### config.mk
export PLATFORM = sky130hd
export DESIGN_NAME = instr_encoder_loader
export DESIGN_NICKNAME = d
export VERILOG_FILES = /design/src/rtl/instr_pkg.sv /design/src/rtl/instr_pack.sv /design/src/rtl/instr_encoder_loader.sv
export SDC_FILE = /design/constraint.sdc
export NUM_CORES = 1
export LEC_CHECK = 0
export CORE_ASPECT_RATIO = 1.5
export CORE_MARGIN = 1.5
export CORE_UTILIZATION = 47
export DETAILED_ROUTE_END_ITERATION = 10
export PLACE_DENSITY_LB_ADDON = 0.1
export REMOVE_ABC_BUFFERS = 1
export SLEW_MARGIN = 20
export SYNTH_ARGS = -nofsm -noshare
export SYNTH_HDL_FRONTEND = slang
export SYNTH_SLANG_ARGS = --single-unit
### constraint.sdc
create_clock -name clk -period 4.04 [get_ports clk]
set_clock_uncertainty 0.05 [all_clocks]
set_input_delay 1.01 -clock clk [delete_from_list [all_inputs] [get_ports clk]]
set_output_delay 1.01 -clock clk [all_outputs]
set_load 0.01 [all_outputs]
### src/rtl/instr_pkg.sv
`default_nettype none
// ============================================================================
// instr_pkg : instruction format, field positions and loader states shared by
//             the instruction decoder and the program loader.
// Revision  : 1.0
// ============================================================================
package instr_pkg;

  typedef enum logic [1:0] {
    FMT_ARITH = 2'd0,
    FMT_MEM   = 2'd1,
    FMT_CTRL  = 2'd2,
    FMT_ILL   = 2'd3
  } fmt_e;

  localparam int OPC_MSB  = 31;
  localparam int OPC_LSB  = 29;
  localparam int R0_MSB   = 28;
  localparam int R0_LSB   = 24;
  localparam int R1_MSB   = 23;
  localparam int R1_LSB   = 19;
  localparam int R2_MSB   = 18;
  localparam int R2_LSB   = 14;
  localparam int ADDR_MSB = 15;
  localparam int ADDR_LSB = 0;

  typedef enum logic [1:0] {
    ST_IDLE  = 2'd0,
    ST_LOAD  = 2'd1,
    ST_WRITE = 2'd2,
    ST_DONE  = 2'd3
  } ld_state_e;

endpackage
`default_nettype wire

### src/rtl/instr_pack.sv
`default_nettype none
// ============================================================================
// instr_pack : combinational field -> 32-bit instruction word encoder.
// Revision   : 1.0
// ============================================================================
module instr_pack
  import instr_pkg::*;
(
  input  logic [1:0]  fmt,
  input  logic [2:0]  opcode,
  input  logic [4:0]  reg0,
  input  logic [4:0]  reg1,
  input  logic [4:0]  reg2,
  input  logic [15:0] addr,
  output logic [31:0] word
);

  always_comb begin
    word = '0;
    word[OPC_MSB:OPC_LSB] = opcode;
    word[R0_MSB:R0_LSB]   = reg0;
    case (fmt_e'(fmt))
      FMT_ARITH: begin
        word[R1_MSB:R1_LSB] = reg1;
        word[R2_MSB:R2_LSB] = reg2;
      end
      FMT_MEM: begin
        word[ADDR_MSB:ADDR_LSB] = addr;
      end
      FMT_CTRL: begin
        // R1 and ADDR do not overlap; bits 18:16 stay zero
        word[R1_MSB:R1_LSB]     = reg1;
        word[ADDR_MSB:ADDR_LSB] = addr;
      end
      default: begin
        word = '0;
      end
    endcase
  end

endmodule
`default_nettype wire

### src/rtl/instr_encoder_loader.sv
`default_nettype none
// ============================================================================
// instr_encoder_loader : packs instruction field bundles into ISA words and
//                        writes them to sequential instruction-memory slots.
// Revision             : 1.0
// ============================================================================
module instr_encoder_loader
  import instr_pkg::*;
#(
  parameter int ADDR_W    = 8,
  parameter int BASE_ADDR = 0
) (
  input  logic              clk,
  input  logic              rst,
  input  logic              start,
  input  logic              in_valid,
  output logic              in_ready,
  input  logic [1:0]        in_fmt,
  input  logic [2:0]        in_opcode,
  input  logic [4:0]        in_reg0,
  input  logic [4:0]        in_reg1,
  input  logic [4:0]        in_reg2,
  input  logic [15:0]       in_addr,
  input  logic              in_last,
  output logic              mem_req,
  output logic [ADDR_W-1:0] mem_addr,
  output logic [31:0]       mem_wdata,
  input  logic              mem_ack,
  output logic              busy,
  output logic              done,
  output logic [ADDR_W:0]   count,
  output logic              err_fmt,
  output logic              err_ovf
);

  localparam logic [ADDR_W-1:0] c_base    = ADDR_W'(BASE_ADDR);
  localparam logic [ADDR_W-1:0] c_ptr_max = {ADDR_W{1'b1}};

  ld_state_e         r_state;
  ld_state_e         w_state_nxt;
  logic [ADDR_W-1:0] r_ptr;
  logic [ADDR_W:0]   r_count;
  logic [31:0]       r_word;
  logic              r_last;
  logic              r_err_fmt;
  logic              r_err_ovf;

  logic [31:0]       w_word;
  logic              w_start;
  logic              w_xfer;
  logic              w_legal;
  logic              w_ack;

  assign w_start = start && ((r_state == ST_IDLE) || (r_state == ST_DONE));
  assign w_xfer  = in_valid && (r_state == ST_LOAD);
  assign w_legal = (fmt_e'(in_fmt) != FMT_ILL);
  assign w_ack   = mem_ack && (r_state == ST_WRITE);

  instr_pack u_pack (
    .fmt    (in_fmt),
    .opcode (in_opcode),
    .reg0   (in_reg0),
    .reg1   (in_reg1),
    .reg2   (in_reg2),
    .addr   (in_addr),
    .word   (w_word)
  );

  always_ff @(posedge clk or posedge rst) begin
    if (rst) begin
      r_state <= ST_IDLE;
    end else begin
      r_state <= w_state_nxt;
    end
  end

  always_comb begin
    w_state_nxt = r_state;
    case (r_state)
      ST_IDLE, ST_DONE: begin
        if (w_start) w_state_nxt = ST_LOAD;
      end
      ST_LOAD: begin
        if (w_xfer) begin
          if (w_legal)      w_state_nxt = ST_WRITE;
          else if (in_last) w_state_nxt = ST_DONE;
        end
      end
      ST_WRITE: begin
        // the pointer never wraps: a full memory ends the session
        if (w_ack) w_state_nxt = (r_last || (r_ptr == c_ptr_max)) ? ST_DONE : ST_LOAD;
      end
      default: begin
        w_state_nxt = ST_IDLE;
      end
    endcase
  end

  always_ff @(posedge clk or posedge rst) begin
    if (rst) begin
      r_ptr     <= c_base;
      r_count   <= '0;
      r_word    <= '0;
      r_last    <= 1'b0;
      r_err_fmt <= 1'b0;
      r_err_ovf <= 1'b0;
    end else begin
      if (w_start) begin
        r_ptr     <= c_base;
        r_count   <= '0;
        r_err_fmt <= 1'b0;
        r_err_ovf <= 1'b0;
      end
      if (w_xfer) begin
        if (w_legal) begin
          r_word <= w_word;
          r_last <= in_last;
        end else begin
          r_err_fmt <= 1'b1;
        end
      end
      if (w_ack) begin
        r_count <= r_count + (ADDR_W+1)'(1);
        if (!r_last) begin
          if (r_ptr == c_ptr_max) r_err_ovf <= 1'b1;
          else                    r_ptr     <= r_ptr + ADDR_W'(1);
        end
      end
    end
  end

  assign in_ready  = (r_state == ST_LOAD);
  assign mem_req   = (r_state == ST_WRITE);
  assign mem_addr  = r_ptr;
  assign mem_wdata = r_word;
  assign busy      = (r_state == ST_LOAD) || (r_state == ST_WRITE);
  assign done      = (r_state == ST_DONE);
  assign count     = r_count;
  assign err_fmt   = r_err_fmt;
  assign err_ovf   = r_err_ovf;

endmodule
`default_nettype wire
### After elaboration in Yosys (flattened, before gate mapping)

Cells that the tools add are included.

* add/sub/neg operators: 2
* reduce and logical (&&, ||, !) cells: 15
* mux-type cells: 25
* eq/ne operators: 11

Operators by type and width (number)
* $mux W8: 5
* $mux W9: 2
* $mux W14: 1
* $mux W2: 6
* $add A9 B1 Y9 const B: 1
* $add A8 B1 Y8 const B: 1
* $eq A8 B8 Y1 const B: 1
* $mux W1: 7
* $eq A2 B2 Y1 const B: 3
* $pmux W2 S3: 1
* $reduce_or A2 Y1: 3
* $mux W5: 1
* $eq A2 B1 Y1 const B: 2
* $logic_not A2 Y1: 2
* $ne A2 B1 Y1 const B: 2
* $ne A2 B2 Y1 const B: 2
* $pmux W2 S2: 1
* $reduce_and A4 Y1: 1
* $logic_and A1 B1 Y1: 3
* $logic_or A1 B1 Y1: 3
* $mux W3: 1
* $ne A3 B1 Y1 const B: 1
* $reduce_or A3 Y1: 1
* $reduce_and A2 Y1: 1
* $reduce_bool A2 Y1: 1

* input bits: 42
* flip-flop bits (word level): 54
* output and inout bits: 55
* word-level logic and storage cells: 60

### Longest topological paths before layout

* word-level depth: 7
* mapped depth: 7
* gate-level depth less buffers: 6

### Cells and area by module

A second synthesis with hierarchy kept.

* cells, all modules: 238
* area total of the unflattened synthesis: 2691.3 um2

By module, submodules not included
* instr_encoder_loader: area each 2397.3 um2, cells each 197, instances 1, seq. area each 1351.3 um2
* instr_pack: area each 294.0 um2, cells each 41, instances 1, seq. area each 0.0 um2

### Least setup slack after synthesis

Ideal clock, no wire load.

* path kind: input -> register
* start: input port in_fmt[0]
* end: register r_word[0], in the netlist mem_wdata[0]
* slack: 1.959 ns
* buffers on the path: 2
* cell stages on the path: 6
* arrival time: 1.954 ns
* required time: 3.913 ns
* library setup time: 0.077 ns
* cell sequence: inv_1 ha_1 clkbuf_1 clkbuf_1 nand2_1 o21ai_1

* longest elaborated chain between the ends: 3
* elaborated cells between the ends (all ways): 6
* classes of those cells: eq/ne: 3; mux: 1; reduce/logical: 2

Ends and longest elaborated chain
* start, declared: RTL line instr_encoder_loader.sv:18 `input logic [1:0] in_fmt,`
* $eq A2 B1 Y1 or $eq A2 B2 Y1 (tied branches): RTL line instr_pack.sv:22 `case (fmt_e'(fmt))`
* $reduce_or A2 Y1 (no source line)
* $mux W14: RTL line instr_pack.sv:22
* end signal, assigned: RTL line instr_encoder_loader.sv:116 `r_word <= w_word;`
* end, declared: RTL line instr_encoder_loader.sv:43 `logic [31:0] r_word;`

Parallel ways exist; a longest one is shown, timed or not.
A chain may end at the register's enable or synchronous reset.

### Worst setup path in the final report

* start: register r_state[0]
* end: output port busy

* longest elaborated chain between the ends: 2
* elaborated cells between the ends (all ways): 3
* classes of those cells: eq/ne: 2; reduce/logical: 1

Ends and longest elaborated chain
* start, declared: RTL line instr_encoder_loader.sv:39 `ld_state_e r_state;`
* start signal, assigned: RTL line instr_encoder_loader.sv:73 `r_state <= w_state_nxt;`
* $eq A2 B1 Y1 or $eq A2 B2 Y1 (tied branches): RTL line instr_encoder_loader.sv:136 `assign busy = (r_state == ST_LOAD) || (r_state == ST_WRITE);`
* $logic_or A1 B1 Y1 (*): RTL line instr_encoder_loader.sv:136
* end, declared: RTL line instr_encoder_loader.sv:29 `output logic busy,`

Mark *: on every way between the ends. The rest lies on a longest branch, timed or not.

==> impl_metrics.csv <==
group,metric,value,unit
sta,setup_violations,0,
synthesis,synth_area,2480,sq um
power,p_total,2.06,mW
cells_and_area,area_growth,44.3,%
routing,wire_per_inst,13.3,microns
synthesis,ys_warn_count,0,
clock_tree,clkTransAtPathRegs,0.10,ns
clock_tree,cts_tree,"done",
sta,fin_crit_sh,69.7,%
cells_and_area,drive_gt1_share,3.48,%
worst_setup_path,start_kind,"flop",
floorplanning,initial_core_util,48.4,%
sta,fin_ws,1.22,ns
routing,drc,0,
clock_tree,h-tree-depth,2,
power,p_per_area,574,nW/um^2
sta,hold_ws,0.445,ns
global_routing,globalRouteOverflowTotal,0,
power,p_int,1.36,mW
sta,max_freq,0.355,GHz
floorplanning,core,5120,sq um
worst_setup_path,rr_worst_depth,6,
global_routing,antenna_found_initial,0,
status,status,"complete, no violations",
clock_tree,cts_hold_buf,0,
floorplanning,fp.dieH,92.0,microns
run,maxCapViolCount,0,
power,pwr-share-comb,44.6,%
worst_setup_path,crit_type,"reg2out",
power,sw_frac_of_total,33.9,%
sta,hold_viol_final,0,
sta,rsz0062_at_grt,"false",
sta,maxSlewHeadroom,67.2,%
synthesis,synthCells,249,
routing,num_vias,2135,
placement,place_ws,1.05,ns
routing,via_per_inst,5.17,
power,p_sw,0.698,mW
power,pwr-share-clk,14.5,%
sta,setup-tns-final,0,ns
global_routing,track_usage,20.5,%
synthesis,synth-main-ff-cell,"dfrtp_1",
worst_setup_path,cp-end-kind,"output pin",
power,leakage,1.58,nW
cells_and_area,antenna_cells,0,
worst_setup_path,path_cells,"inv_1, ha_1, inv_1, clkdlybuf4s50_1",
worst_setup_path,cp-startpoint,"r_state[0]",
routing,dr.pass1.iters,5,
sta,slew_viol_final,0,
clock_tree,cts_sinks,54,
clock_tree,root_buffer,"clkbuf_8",
worst_setup_path,slowest_stage,"clkdlybuf4s50_1",
global_routing,first_global_vias,2073,
global_routing,grt_pass1_wl,9470,microns
worst_setup_path,cp_num_buf_inv,3,
worst_setup_path,reg2reg_setup_slack,2.03,ns
placement,port_buffers,96,
synthesis,synth_cell_type_count,40,
placement,place_hpwl,4130,microns
floorplanning,die_w,62.3,microns
worst_setup_path,r2r_start,"r_state[1]",
sta,worstMarginPinSlew,0.490,ns
clock_tree,clock_latency,0.30,ns
clock_tree,cts_resized,0,
routing,drt.antenna.violating_nets,0,
routing,drt_iter0_drc,81,
power,ir_worst_vdd,0.000336,V
worst_setup_path,path_delay_family,"buffers and inverters",
synthesis,ys_seq_area_share,54.5,%
hold_path,hold_path.class,"reg2reg",
placement,place_inst,405,
worst_setup_path,path_depth,4,
worst_setup_path,crit_fanout,5,
cells_and_area,fin_nets,394,
synthesis,syn-mean-instance-area,9.96,sq um
synthesis,async_reset_ff_share,100,%
worst_setup_path,max_stage_delay,0.53,ns
floorplanning,ios,97,
hold_path,hold_depth,2,
worst_setup_path,r2r_end,"mem_wdata[18]",
synthesis,synth_edf_count,0,
floorplanning,core.rowCount,32,
global_routing,grt_max_degree,49,
cells_and_area,final_cells,413,
clock_tree,numCtsBuffers,5,
floorplanning,die-area,5730,sq um
power,pwr-share-seq,40.9,%
synthesis,synth_seq_cells,54,
worst_setup_path,crit_end,"busy",
sta,period_needed,2.82,ns
worst_setup_path,crit_required,2.98,ns
worst_setup_path,cp.arrival,1.76,ns
clock_tree,clockBufferDepth,2,
worst_setup_path,crit_top_cell,"inv_1",
routing,routed_wl,5500,microns
clock_tree,postCtsSetupBuffers,0,
placement,gp_congestion,0.829,
[layout by cell type, fill, tap and decap left out, types with 2 or more instances in the layout]
cell type	Yosys	layout
nand2_1	54	54
a22oi_1	3	3
and3_1	5	5
mux2i_1	3	3
dfrtp_1	54	54
a21oi_1	5	5
a32o_1	2	2
mux2_1	9	9
clkdlybuf4s50_1	0	96
nand2b_1	2	2
a22o_1	2	2
buf_4	1	2
inv_1	7	6
nand4_1	3	3
nor3_1	3	3
clkbuf_8	0	5
a31oi_1	3	3
o21ai_1	26	26
ha_1	8	8
nor2_1	6	6
o21ai_0	17	17
o21a_1	2	2
nand3b_1	2	2
nand3_1	8	8
[stage by stage]
| step | util [%] | area [sq um] |
|---|---|---|
| floorplan | - | 2430 |
| global placement | 68.2 | 3490 |
| detailed placement | 68.2 | 3490 |
| CTS | 69.8 | 3580 |
| global route | 69.8 | 3580 |
| finish | 69.8 | 3580 |
[cell families (layout without fill, tap and decap cells)]
group                    count (synthesis)  after routing  share of synthesized area [%]
flip-flops                              54             54                           54.5
AND/OR/NAND/NOR                         88             88                           15.9
adder cells (fa/ha/maj)                  8              8                           4.04
multiplexers                            13             13                           5.90
buffers and inverters                   17            113                           2.98
AO/OA/AOI/OAI                           68             68                           16.3
XOR/XNOR                                 1              1                          0.353
[power groups by stage]
stage	clock, mW	combinational (mW)	sequential [mW]
floorplan	0	0.340	0.917
global placement	0	0.913	0.848
detailed placement	0	0.929	0.846
CTS	0.307	0.930	0.842
global route	0.331	1.00	0.868
finish	0.298	0.917	0.841
[worst min-delay path by stage]
stage | startpoint | endpoint
5_1_grt | mem_wdata[30] | mem_wdata[30]
3_5_place_dp | mem_wdata[6] | mem_wdata[6]
6_report | mem_wdata[6] | mem_wdata[6]
3_3_place_gp | mem_wdata[11] | mem_wdata[11]
4_1_cts | mem_wdata[6] | mem_wdata[6]
2_1_floorplan | r_last | r_last
[layer usage]
layer	global-route usage (%)	routed length, microns	up-vias	share of wire [%]
met4	6.85	89	0	1.6
met5	0	0	-	0
met3	5.28	357	8	6.5
li1	-	-	1055	-
met2	35.6	2770	71	50
met1	24.8	2280	1001	42
[worst register-to-register path, stage by stage (launching register included)]
cell,delay [ns]
dfrtp_1,0.42
inv_1,0.09
ha_1,0.29
nand3b_1,0.41
buf_4,0.42
nand2_1,0.13
o21ai_1,0.07
[cell type report]
cell class / count / area [sq um]
clock inverters: 2 / 13.8
multi-input cells: 178 / 1050
inverters: 7 / 26.3
well taps: 68 / 85.1
flip-flops and latches: 54 / 1350
fillers: 429 / 1550
repair buffers: 98 / 976
clock buffers: 6 / 72.6
[state kept, by name, summed over array words and instances, names as in the netlist]
register   cells
count          9
err_fmt        1
err_ovf        1
mem_addr       8
mem_wdata     32
r_last         1
r_state        2
[cells in the mapped netlist (2+ instances only)]
| library cell | number | share of area, % |
|---|---|---|
| nand3b_1 | 2 | 0.61 |
| nand2b_1 | 2 | 0.50 |
| a32o_1 | 2 | 0.81 |
| o21a_1 | 2 | 0.61 |
| mux2_1 | 9 | 4.1 |
| inv_1 | 7 | 1.1 |
| nand4_1 | 3 | 0.76 |
| nor3_1 | 3 | 0.61 |
| o21ai_0 | 17 | 3.4 |
| nand2_1 | 54 | 8.2 |
| o21ai_1 | 26 | 5.2 |
| buf_2 | 5 | 1.0 |
| nand3_1 | 8 | 1.6 |
| mux2i_1 | 3 | 1.2 |
| a21oi_1 | 5 | 1.0 |
| nor2_1 | 6 | 0.91 |
| ha_1 | 8 | 4.0 |
| clkbuf_1 | 3 | 0.45 |
| a31oi_1 | 3 | 0.76 |
| dfrtp_1 | 54 | 54 |
| a22oi_1 | 3 | 0.91 |
| and3_1 | 5 | 1.3 |
| a22o_1 | 2 | 0.71 |
Note: power is estimated with default switching activity, not from simulation.
